==> config.mk <==
export PLATFORM = sky130hd
export DESIGN_NAME = pwm_update_scheduler
export DESIGN_NICKNAME = d
export VERILOG_FILES = /design/src/rtl/pwm_update_scheduler.sv
export SDC_FILE = /design/constraint.sdc
export NUM_CORES = 1
export LEC_CHECK = 0
export ABC_AREA = 1
export BUFFER_PORTS_ARGS = -buffer_cell sky130_fd_sc_hd__buf_2
export CELL_PAD_IN_SITES_DETAIL_PLACEMENT = 2
export CELL_PAD_IN_SITES_GLOBAL_PLACEMENT = 2
export CORE_UTILIZATION = 42
export DETAILED_ROUTE_END_ITERATION = 7
export GPL_TIMING_DRIVEN = 1
export PLACE_DENSITY = 0.9
export SLEW_MARGIN = 25
export SYNTH_ARGS = -nofsm -noshare
export SYNTH_HDL_FRONTEND = slang
export SYNTH_SLANG_ARGS = --single-unit
==> constraint.sdc <==
create_clock -name clk -period 11.75 [get_ports clk]
set_input_delay 0.5875 -clock clk [delete_from_list [all_inputs] [get_ports clk]]
set_output_delay 0.5875 -clock clk [all_outputs]
set_load 0.03 [all_outputs]
==> src/rtl/pwm_update_scheduler.sv <==
// Four-channel PWM duty scheduler: shadow duties commit atomically at the period wrap.
// Optional quarter-period channel stagger under PWM_SCHED_STAGGER_EN.
module pwm_update_scheduler (
    input  logic       clk,
    input  logic       reset,
    input  logic       tick,
    input  logic       wr_valid,
    output logic       wr_ready,
    input  logic [1:0] wr_ch,
    input  logic [7:0] wr_duty,
    input  logic       commit,
    output logic       pending,
    output logic       period_start,
    output logic [3:0] pwm_out
);

    typedef enum logic {
        IDLE  = 1'b0,
        ARMED = 1'b1
    } state_t;

    state_t     state;
    logic [7:0] cnt;
    logic [7:0] shadow [4];
    logic [7:0] active [4];
    logic [7:0] phase  [4];
    logic       wrapTick;

    assign wrapTick = tick && (cnt == 8'd255);
    assign wr_ready = (state == IDLE);

    always_ff @(posedge clk) begin
        if (reset) begin
            cnt          <= 8'd0;
            period_start <= 1'b0;
        end else begin
            if (tick) begin
                cnt <= cnt + 8'd1;
            end
            period_start <= wrapTick;
        end
    end

    // A commit seen in IDLE always waits for a later wrap, even on the wrap tick itself.
    always_ff @(posedge clk) begin
        if (reset) begin
            state   <= IDLE;
            pending <= 1'b0;
            for (int i = 0; i < 4; i++) begin
                shadow[i] <= 8'd0;
                active[i] <= 8'd0;
            end
        end else begin
            unique case (state)
                IDLE: begin
                    if (wr_valid) begin
                        shadow[wr_ch] <= wr_duty;
                    end
                    if (commit) begin
                        state   <= ARMED;
                        pending <= 1'b1;
                    end
                end
                ARMED: begin
                    if (wrapTick) begin
                        for (int i = 0; i < 4; i++) begin
                            active[i] <= shadow[i];
                        end
                        state   <= IDLE;
                        pending <= 1'b0;
                    end
                end
                default: begin
                    state   <= IDLE;
                    pending <= 1'b0;
                end
            endcase
        end
    end

    always_comb begin
        for (int i = 0; i < 4; i++) begin
`ifdef PWM_SCHED_STAGGER_EN
            phase[i] = cnt + 8'(i * 64);
`else
            phase[i] = cnt;
`endif
        end
    end

    always_ff @(posedge clk) begin
        if (reset) begin
            pwm_out <= 4'b0000;
        end else begin
            for (int i = 0; i < 4; i++) begin
                pwm_out[i] <= (phase[i] < active[i]);
            end
        end
    end

endmodule

# Yosys cells after proc, flatten, opt, wreduce, memory -nomap -nowiden
# Memories as Yosys holds them, arrays and structs flattened.
# Index checks and enable logic that the tools add are counted.
dict set report classes {
  n_bitwise 5
  n_mux 23
  order_cmp 4
  n_reduce_logical 3
  n_eq_ne 3
  add_sub_neg 1
}
# cell n
set ops {}
lappend ops {{$mux 8} 5}
lappend ops {{$lt 8x8->1} 4}
lappend ops {{$mux 1} 15}
lappend ops {{$add 8x1->8 const B} 1}
lappend ops {{$eq 8x8->1 const B} 1}
lappend ops {{$reduce_or 8->1} 1}
lappend ops {{$ne 2x1->1 const B} 2}
lappend ops {{$or 1x1->1} 4}
lappend ops {{$pmux 1 s2} 2}
lappend ops {{$mux 2} 1}
lappend ops {{$reduce_and 2->1} 1}
lappend ops {{$logic_and 1x1->1} 1}
lappend ops {{$not 1->1} 1}
dict set report totals {
  reg_bits 15
  mem_count 2
  ramBits 64
}
# name depth word_bits read_ports rd_ports_with_merged_regs wr line_no
set mem_list {}
lappend mem_list {active 4 8 4 0 4 25} ;# logic [7:0] active [4];
lappend mem_list {shadow 4 8 4 0 4 24} ;# logic [7:0] shadow [4];

# Depth between registers and ports, before layout
# Gate-level depths: netlist of run 1.
dict set report logic_depth {
  ltp_word 7
  ltp_mapped 8
  depth_no_buf 7
}

# Least setup slack after synthesis of run 1
# OpenSTA, ideal clock, no wires.
dict set report synth_timing {
  kind {register -> register}
  start {register cnt[1]}
  end {memory active[0][0], enable pin}
  setup_slack_ns 7.986
  path_stages_with_launch 6
  arrival_ns 3.294
  synth_period_minus_slack_ns 3.764
  path_cell_list {dfxtp_1 -> ha_1 -> nand2_2 -> nor2_4 -> nand3_2 -> o21ai_0}
}
# item line_no
set synth_rtl {}
lappend synth_rtl {{start: declaration} 23} ;# logic [7:0] cnt;
lappend synth_rtl {{start signal: assignment} 38} ;# cnt <= cnt + 8'd1;
lappend synth_rtl {{end: declaration} 25}

==> results.sh, run 1 <==
export IMPL_fmax_mhz=483.2
export IMPL_instances_no_fill=519
export IMPL_tightestPinTransition_ns=0.5882
export IMPL_swShare_pct=24.31
export IMPL_leakagePower_uw=0.002005
export IMPL_power_density_nw_per_um2=141.2
export IMPL_final_cell_mix="inv_1, nor2_1, edfxtp_1"
export IMPL_final_min_clock_period_ns=2.070
export IMPL_grt_max_degree=35
export IMPL_synth_top_area_share_pct=51.11
export IMPL_fill_cells=926
export IMPL_worstSetupPathType="reg2reg"
export IMPL_dr_pass1_iters=4
export IMPL_vias_per_cell=4.929
export IMPL_num_vias=2558
export IMPL_relSlewSlack_pct=60.58
export IMPL_clock_sinks=79
export IMPL_drv_cap=0
export IMPL_ir_worst_vdd_mv=0.07306
export IMPL_clockPowerShare_pct=37.9
export IMPL_path_max_fanout=34
export IMPL_finalHoldViolations=0
export IMPL_layout_commonest_cell="inv_1"
export IMPL_postCtsSetupBuffers=0
export IMPL_synthCells=377
export IMPL_synth_area_leaders="edfxtp_1, ha_1, inv_1"
export IMPL_syn2layout_area_growth_pct=11.51
export IMPL_path_clk_slew_ns=0.08
export IMPL_status="finished, final reports clean"
export IMPL_cts_buffer_depth=2
export IMPL_avgSynthCellArea_um2=9.973
export IMPL_start_util_pct=43.32
export IMPL_hpwl_um=7707
export IMPL_post_cts_resize_count=0
export IMPL_cts_inserted_buffers=9
export IMPL_n_antenna_cell=0
export IMPL_nNetsFinal=450
export IMPL_routabilityCongestion=0.8803
export IMPL_htree_levels=3
export IMPL_ys_seq_area_share_pct=59.10
export IMPL_dr_first_iter_drc_count=61
export IMPL_ys_types=21
export IMPL_gr_usage_all_layers_pct=24.09
export IMPL_pwr_share_comb_pct=7.4
export IMPL_ios=22
export IMPL_end_kind="register"
export IMPL_seq_power_share_pct=54.7
export IMPL_clock_skew_ns=0.01074
export IMPL_required_ns=11.76
export IMPL_synth_seq_cells=79
export IMPL_ant_nets=0
export IMPL_fp_dieH_um=96.62
export IMPL_grt_pass1_vias=2904
export IMPL_p_sw_uw=144.0
export IMPL_root_buffer="clkbuf_8"
export IMPL_placed_cells=503
export IMPL_holdBufCountCts=0
export IMPL_yosys_warnings=0
export IMPL_final_max_slew_viol_count=0
export IMPL_setup_viol=0
export IMPL_synth_area_leader_cell="edfxtp_1"
export IMPL_drc=0
export IMPL_hp_class="in2reg"
export IMPL_rows=34
export IMPL_portBuffers=21
export IMPL_dieArea_um2=9334
export IMPL_finalSetupTns_ns=0
export IMPL_multiInputGateArea_um2=1179
export IMPL_critPathLaunchType="register"
export IMPL_wl_um=10410
export IMPL_p_int_uw=448.2
export IMPL_cts_tree="built"
export IMPL_fp_coreArea_um2=8678
export IMPL_arrival_ns=2.08
export IMPL_regArea_um2=2222
export IMPL_layout_drive_gt1_share_pct=15.09
export IMPL_worstSkewPairLatency_ns=0.36
export IMPL_grt_overflow=0
export IMPL_rsz0062_at_grt="false"
export IMPL_worst_hold_slack_ns=0.5028
export IMPL_wire_per_inst_um=20.06
export IMPL_syn_nets=421
export IMPL_die_x_um=96.62
export IMPL_grt_pass1_wl_um=16570
export IMPL_period_share_pct=17.61
export IMPL_synthesis_area_um2=3760
export IMPL_antenna_found_initial=0
logic make-up after synthesis:
group	Yosys count	synth area share [%]
AOI/OAI and AO/OA	28	3.993
xor gates and xnor gates	2	0.4660
adders and majority gates	29	9.651
buffers and inverters	92	9.783
DFF	79	59.10
and+or+nand+nor	147	17.00
power by group through the flow:
stage | clock network (µW) | registers (µW) | logic, µW
3_5_place_dp | 0 | 330 | 43.0
6_report | 225 | 324 | 44.0
4_1_cts | 227 | 324 | 44.7
3_3_place_gp | 0 | 328 | 36.7
2_1_floorplan | 0 | 329 | 23.8
5_1_grt | 237 | 325 | 48.7
area by class of cell:
| cell class | instances | area share, % |
|---|---|---|
| clock inverter | 6 | 2.059 |
| multi-input combinational | 206 | 28.11 |
| inverter | 88 | 7.878 |
| tap | 108 | 3.223 |
| timing repair buffer | 22 | 2.686 |
| clock buffer | 10 | 3.044 |
| sequential | 79 | 53.00 |
registers in the layout, indices dropped and copies added (netlist names):
| register | cells |
|---|---|
| cnt | 8 |
| shadow | 32 |
| active | 32 |
| pending | 1 |
| state | 1 |
| pwm_out | 4 |
| period_start | 1 |
worst paths after layout:
path | from | endpoint | slack, ns | depth (start not counted)
min reg2reg | pending$_SDFFE_PP0P_ | pending$_SDFFE_PP0P_ | 0.53 | 2
max | cnt[1]$_SDFFE_PP0P_ | active[2][6]$_SDFFCE_PN0P_ | 9.68 | 6
max reg2reg | cnt[1]$_SDFFE_PP0P_ | active[2][6]$_SDFFCE_PN0P_ | 9.68 | 6
min | tick | cnt[0]$_SDFFE_PP0P_ | 0.50 | 2
critical path: stages (launching register included):
cell and delay (ns):
dfxtp_1 0.52, ha_1 0.23, nand2_2 0.08, nor2_4 0.14, nand3_2 0.15, o21ai_2 0.17, buf_4 0.42
per-stage QoR:
stage | instance area, µm² | total power [µW] | utilization, % | setup slack, ns
2_1_floorplan | 3760 | 352.6 | - | 7.986
3_3_place_gp | 3974 | 364.8 | 45.79 | 9.347
4_1_cts | 4188 | 595.7 | 48.26 | 9.540
6_report | 4193 | 592.2 | 48.31 | 9.680
3_5_place_dp | 3974 | 373.3 | 45.79 | 9.164
5_1_grt | 4193 | 610.6 | 48.31 | 9.543
synth_stat cells:
master and count:
nor2_1 68, nor3_1 1, inv_1 87, xnor2_1 2
inv_2 1, nand2_1 51, nand3_1 4, ha_1 29
clkbuf_1 1, buf_6 3, nor2_4 2, o21bai_1 4
a21oi_1 19, dfxtp_1 15, nand2_4 1, edfxtp_1 64
nand3_2 2, nand2_2 4, nand3b_1 1, nor2_2 13
o21ai_0 5
metal layers:
metal | up-vias | track usage, % | part of all wire (%)
met5 | - | 0 | 0
met4 | 0 | 11.48 | 3.3
met3 | 24 | 4.408 | 2.5
met2 | 44 | 43.77 | 53
met1 | 1255 | 27.08 | 41
li1 | 1235 | - | -
(Power assumes the default switching activity.)
==> inputs of run 2 (changes only) <==
Settings changed: ABC_AREA 1 to 0, CORE_UTILIZATION 42 to 38, PLACE_DENSITY 0.9 to 0.8.
Clock period 11.75 ns to 1.8 ns, I/O delays scaled along.
==> results.sh, run 2 <==
export IMPL_leakagePower_uw=0.001840
export IMPL_clock_sinks=79
export IMPL_relSlewSlack_pct=73.36
export IMPL_antenna_found_initial=0
export IMPL_avgSynthCellArea_um2=13.05
export IMPL_syn_nets=330
export IMPL_period_share_pct=93.42
export IMPL_worst_hold_slack_ns=0.02625
export IMPL_status="finished, final reports clean"
export IMPL_final_min_clock_period_ns=1.682
export IMPL_grt_pass1_wl_um=13990
export IMPL_dr_first_iter_drc_count=79
export IMPL_ir_worst_vdd_mv=0.4872
export IMPL_dr_pass1_iters=4
export IMPL_grt_max_degree=22
export IMPL_finalSetupTns_ns=0
export IMPL_rsz0062_at_grt="false"
export IMPL_critPathLaunchType="register"
export IMPL_yosys_warnings=0
export IMPL_root_buffer="clkbuf_8"
export IMPL_start_util_pct=39.84
export IMPL_fp_dieH_um=101.1
export IMPL_arrival_ns=1.91
export IMPL_tightestPinTransition_ns=0.3987
export IMPL_htree_levels=3
export IMPL_power_uw=3776
export IMPL_cts_inserted_buffers=9
export IMPL_synth_edf_count=64
export IMPL_final_cell_mix="edfxtp_1, and2_1, inv_1, ha_1, and2_2"
export IMPL_layout_commonest_cell="edfxtp_1"
export IMPL_portBuffers=21
export IMPL_syn2layout_area_growth_pct=15.68
export IMPL_nNetsFinal=371
export IMPL_worstSkewPairLatency_ns=0.36
export IMPL_clock_skew_ns=0.01672
export IMPL_fin_area_um2=4319
export IMPL_dieArea_um2=10230
export IMPL_gr_usage_all_layers_pct=19.18
export IMPL_worst_slack_ns=0.1185
export IMPL_fmax_mhz=594.7
export IMPL_power_density_nw_per_um2=874.2
export IMPL_grt_overflow=0
export IMPL_synth_area_leader_cell="edfxtp_1"
export IMPL_post_dp_cell_area_um2=4105
export IMPL_synth_area_leaders="edfxtp_1, ha_1, dfxtp_1"
export IMPL_synthesis_area_um2=3734
export IMPL_top_regs="active x32, shadow x32, cnt x8"
export IMPL_required_ns=2.03
export IMPL_n_antenna_cell=0
export IMPL_num_vias=2279
export IMPL_synthArstFlopShare_pct=0
export IMPL_synth_most_common_cell="edfxtp_1"
export IMPL_final_max_slew_viol_count=0
export IMPL_end_kind="register"
export IMPL_wire_per_inst_um=18.91
export IMPL_postCtsSetupBuffers=0
export IMPL_ys_types=32
export IMPL_routabilityCongestion=0.7188
export IMPL_cts_tree="built"
export IMPL_ant_nets=0
export IMPL_drc=0
export IMPL_path_clk_slew_ns=0.08
export IMPL_synth_ff_type="edfxtp_1"
export IMPL_fp_coreArea_um2=9371
export IMPL_worstSetupPathType="reg2reg"
export IMPL_layout_drive_gt1_share_pct=27.71
export IMPL_synthCells=286
export IMPL_dpl_worst_slack_ns=0.05633
export IMPL_vias_per_cell=4.944
export IMPL_cts_buffer_depth=2
export IMPL_die_x_um=101.1
export IMPL_synth_top_cells_by_count="edfxtp_1, and2_1, ha_1, inv_1, and2_2"
export IMPL_holdBufCountCts=0
export IMPL_grt_pass1_vias=2450
export IMPL_path_max_fanout=8
export IMPL_setup_viol=0
export IMPL_hpwl_um=6600
export IMPL_wl_um=8719
export IMPL_synth_top_area_share_pct=51.47
export IMPL_ys_seq_area_share_pct=59.52
export IMPL_synth_seq_cells=79
export IMPL_ios=22
export IMPL_hp_class="in2reg"
export IMPL_drv_cap=0
export IMPL_finalHoldViolations=0
export IMPL_rows=35
run 2: power breakdown:
part	internal, µW	total, µW	leakage (µW)	switching [µW]
combinational	95.9	257	0.000977	161
clock	769	1430	0.000100	661
sequential	2060	2090	0.000763	32.3
run 2: cell families (layout without fill, tap and decap cells):
family / count (synthesis) / in the layout / share of synthesized area [%]
AND/OR/NAND/NOR: 102 / 102 / 18.73
flip-flops: 79 / 79 / 59.52
buffers and inverters: 39 / 85 / 4.792
AO/OA/AOI/OAI: 32 / 32 / 6.032
adder cells (fa/ha/maj): 29 / 29 / 9.719
XOR/XNOR: 4 / 4 / 0.9385
multiplexers: 1 / 1 / 0.2681
run 2: per-stage QoR:
stage / util (%) / std cells
2_1_floorplan: - / 286
3_3_place_gp: 43.81 / 445
3_5_place_dp: 43.81 / 445
4_1_cts: 46.06 / 461
5_1_grt: 46.09 / 461
6_report: 46.09 / 461
run 2: area by class of cell:
cell class	count	area (µm²)
sequential	79	2225
clock inverter	7	87.58
inverter	29	108.9
fill	953	5052
clock buffer	9	123.9
timing repair buffer	40	272.8
tap	129	161.4
multi-input combinational	168	1340
run 2: path summary, 6_finish.rpt:
| kind | from | to | slack [ns] | cells past startpoint |
|---|---|---|---|---|
| min | commit | state$_SDFF_PP0_ | 0.03 | 3 |
| max | cnt[1]$_SDFFE_PP0P_ | pwm_out[3]$_SDFF_PP0_ | 0.12 | 5 |
| min reg2reg | state$_SDFF_PP0_ | state$_SDFF_PP0_ | 0.53 | 2 |
| max reg2reg | cnt[1]$_SDFFE_PP0P_ | pwm_out[3]$_SDFF_PP0_ | 0.12 | 5 |
run 2: per-layer routing:
layer / vias to the layer above / global-route usage [%] / part of all wire (%)
li1: 1090 / - / -
met1: 1133 / 23.15 / 44
met2: 43 / 33.12 / 51
met3: 13 / 4.161 / 3.1
met4: 0 / 8.138 / 1.8
met5: - / 0 / 0
run 2: worst max-delay path, stage by stage (launching register included):
cell,delay (ns)
dfxtp_1,0.32
buf_4,0.17
ha_1,0.32
o211ai_1,0.20
o21ai_0,0.13
a2111oi_0,0.42
run 2: timing repair:
action                                  in CTS  in global routing
gates resized for setup                      0                  2
hold endpoints to repair                     0                  0
endpoints found under the setup margin       0                 35
==> inputs of run 3 (changes only) <==
Settings changed: CORE_MARGIN set to 2, TNS_END_PERCENT set to 1.
==> results.sh, run 3 (synthesized netlist as in run 2, its figures left out) <==
export IMPL_ir_worst_vdd_mv=0.4942
export IMPL_ant_nets=0
export IMPL_vias_per_cell=4.789
export IMPL_fmax_mhz=574.0
export IMPL_grt_pass1_wl_um=13990
export IMPL_portBuffers=21
export IMPL_finalHoldViolations=0
export IMPL_final_max_slew_viol_count=0
export IMPL_top_regs="active x32, shadow x32, cnt x8"
export IMPL_nNetsFinal=370
export IMPL_clock_sinks=79
export IMPL_dr_pass1_iters=4
export IMPL_final_min_clock_period_ns=1.742
export IMPL_cp_startpoint="cnt[4]$_SDFFE_PP0P_"
export IMPL_period_share_pct=96.79
export IMPL_drv_cap=0
export IMPL_die_x_um=103.1
export IMPL_worst_hold_slack_ns=0.06160
export IMPL_grt_pass1_vias=2544
export IMPL_path_max_fanout=5
export IMPL_grt_max_degree=33
export IMPL_fp_dieH_um=103.1
export IMPL_final_cell_mix="edfxtp_1, and2_1, inv_1, ha_1, and2_2"
export IMPL_status="finished, final reports clean"
export IMPL_cts_buffer_depth=2
export IMPL_drc=0
export IMPL_hpwl_um=6960
export IMPL_power_uw=3799
export IMPL_critPathLaunchType="register"
export IMPL_worstSetupPathType="reg2reg"
export IMPL_tightestPinTransition_ns=0.4617
export IMPL_dr_first_iter_drc_count=72
export IMPL_gr_usage_all_layers_pct=18.49
export IMPL_grt_overflow=0
export IMPL_power_density_nw_per_um2=878.9
export IMPL_layout_drive_gt1_share_pct=27.19
export IMPL_relSlewSlack_pct=69.16
export IMPL_whs_path_depth=3
export IMPL_layout_commonest_cell="edfxtp_1"
export IMPL_clock_skew_ns=0.01423
export IMPL_required_ns=2.02
export IMPL_final_util_pct=44.85
export IMPL_path_clk_slew_ns=0.09
export IMPL_n_antenna_cell=0
export IMPL_wl_um=8928
export IMPL_rows=36
export IMPL_finalSetupTns_ns=0
export IMPL_syn2layout_area_growth_pct=15.78
export IMPL_routabilityCongestion=0.7245
export IMPL_antenna_found_initial=0
export IMPL_setup_viol=0
export IMPL_r2r_start="cnt[4]$_SDFFE_PP0P_"
export IMPL_hp_class="in2reg"
export IMPL_htree_levels=3
export IMPL_root_buffer="clkbuf_8"
export IMPL_cts_inserted_buffers=9
export IMPL_holdCritStartpoint="commit"
export IMPL_cts_tree="built"
export IMPL_holdBufCountCts=0
export IMPL_ios=22
export IMPL_worstSkewPairLatency_ns=0.35
export IMPL_fp_coreArea_um2=9639
export IMPL_arrival_ns=1.96
export IMPL_wire_per_inst_um=19.24
export IMPL_r2r_cells=5
export IMPL_start_util_pct=38.73
export IMPL_end_kind="register"
export IMPL_num_vias=2222
export IMPL_dieArea_um2=10630
export IMPL_leakagePower_uw=0.001842
-- run 3: per-stage QoR --
stage	cell area [µm²]	setup WS, ns	instances
4_1_cts	4310	0.01072	463
2_1_floorplan	3741	0.01585	286
3_3_place_gp	4095	0.1627	447
5_1_grt	4323	-0.03002	464
3_5_place_dp	4095	0.002425	447
6_report	4323	0.05771	464
-- run 3: power by group --
group	switching (µW)	total [µW]	internal [µW]
registers	32.0	2090	2060
logic	162	258	96.3
clock network	638	1450	815
total	832	3800	2970
-- run 3: final timing paths --
check                               endpoint  slack, ns
setup / recovery       pwm_out[2]$_SDFF_PP0_       0.06
hold / removal              state$_SDFF_PP0_       0.06
setup reg to reg       pwm_out[2]$_SDFF_PP0_       0.06
hold reg to reg   active[3][0]$_SDFFCE_PN0P_       0.54
-- run 3: final cells by class --
class	count	area, µm²
inverter	29	108.9
clock buffer	12	145.1
tap	133	166.4
sequential	79	2225
fill	1042	5316
clock inverter	4	68.82
timing repair buffer	39	265.3
multi-input combinational	168	1344
-- run 3: repair_timing --
item | 4_1_cts | 5_1_grt
setup buffers | 0 | 1
gates cloned | 0 | 0
endpoints found under the setup margin | 1 | 40
resized for setup | 1 | 4
pin swaps | 0 | 2
-- run 3: critical path: stages (launching register included) --
cell,delay [ns]
dfxtp_1,0.41
buf_4,0.19
ha_1,0.21
a211oi_1,0.18
o21ai_0,0.16
a2111oi_0,0.45
-- run 3: per-layer routing --
layer  routed length (µm)  GRT usage (%)
met1                 3775          21.26
met2                 4824          34.57
met3                  212          3.661
met4                  114          5.466
met5                    0              0
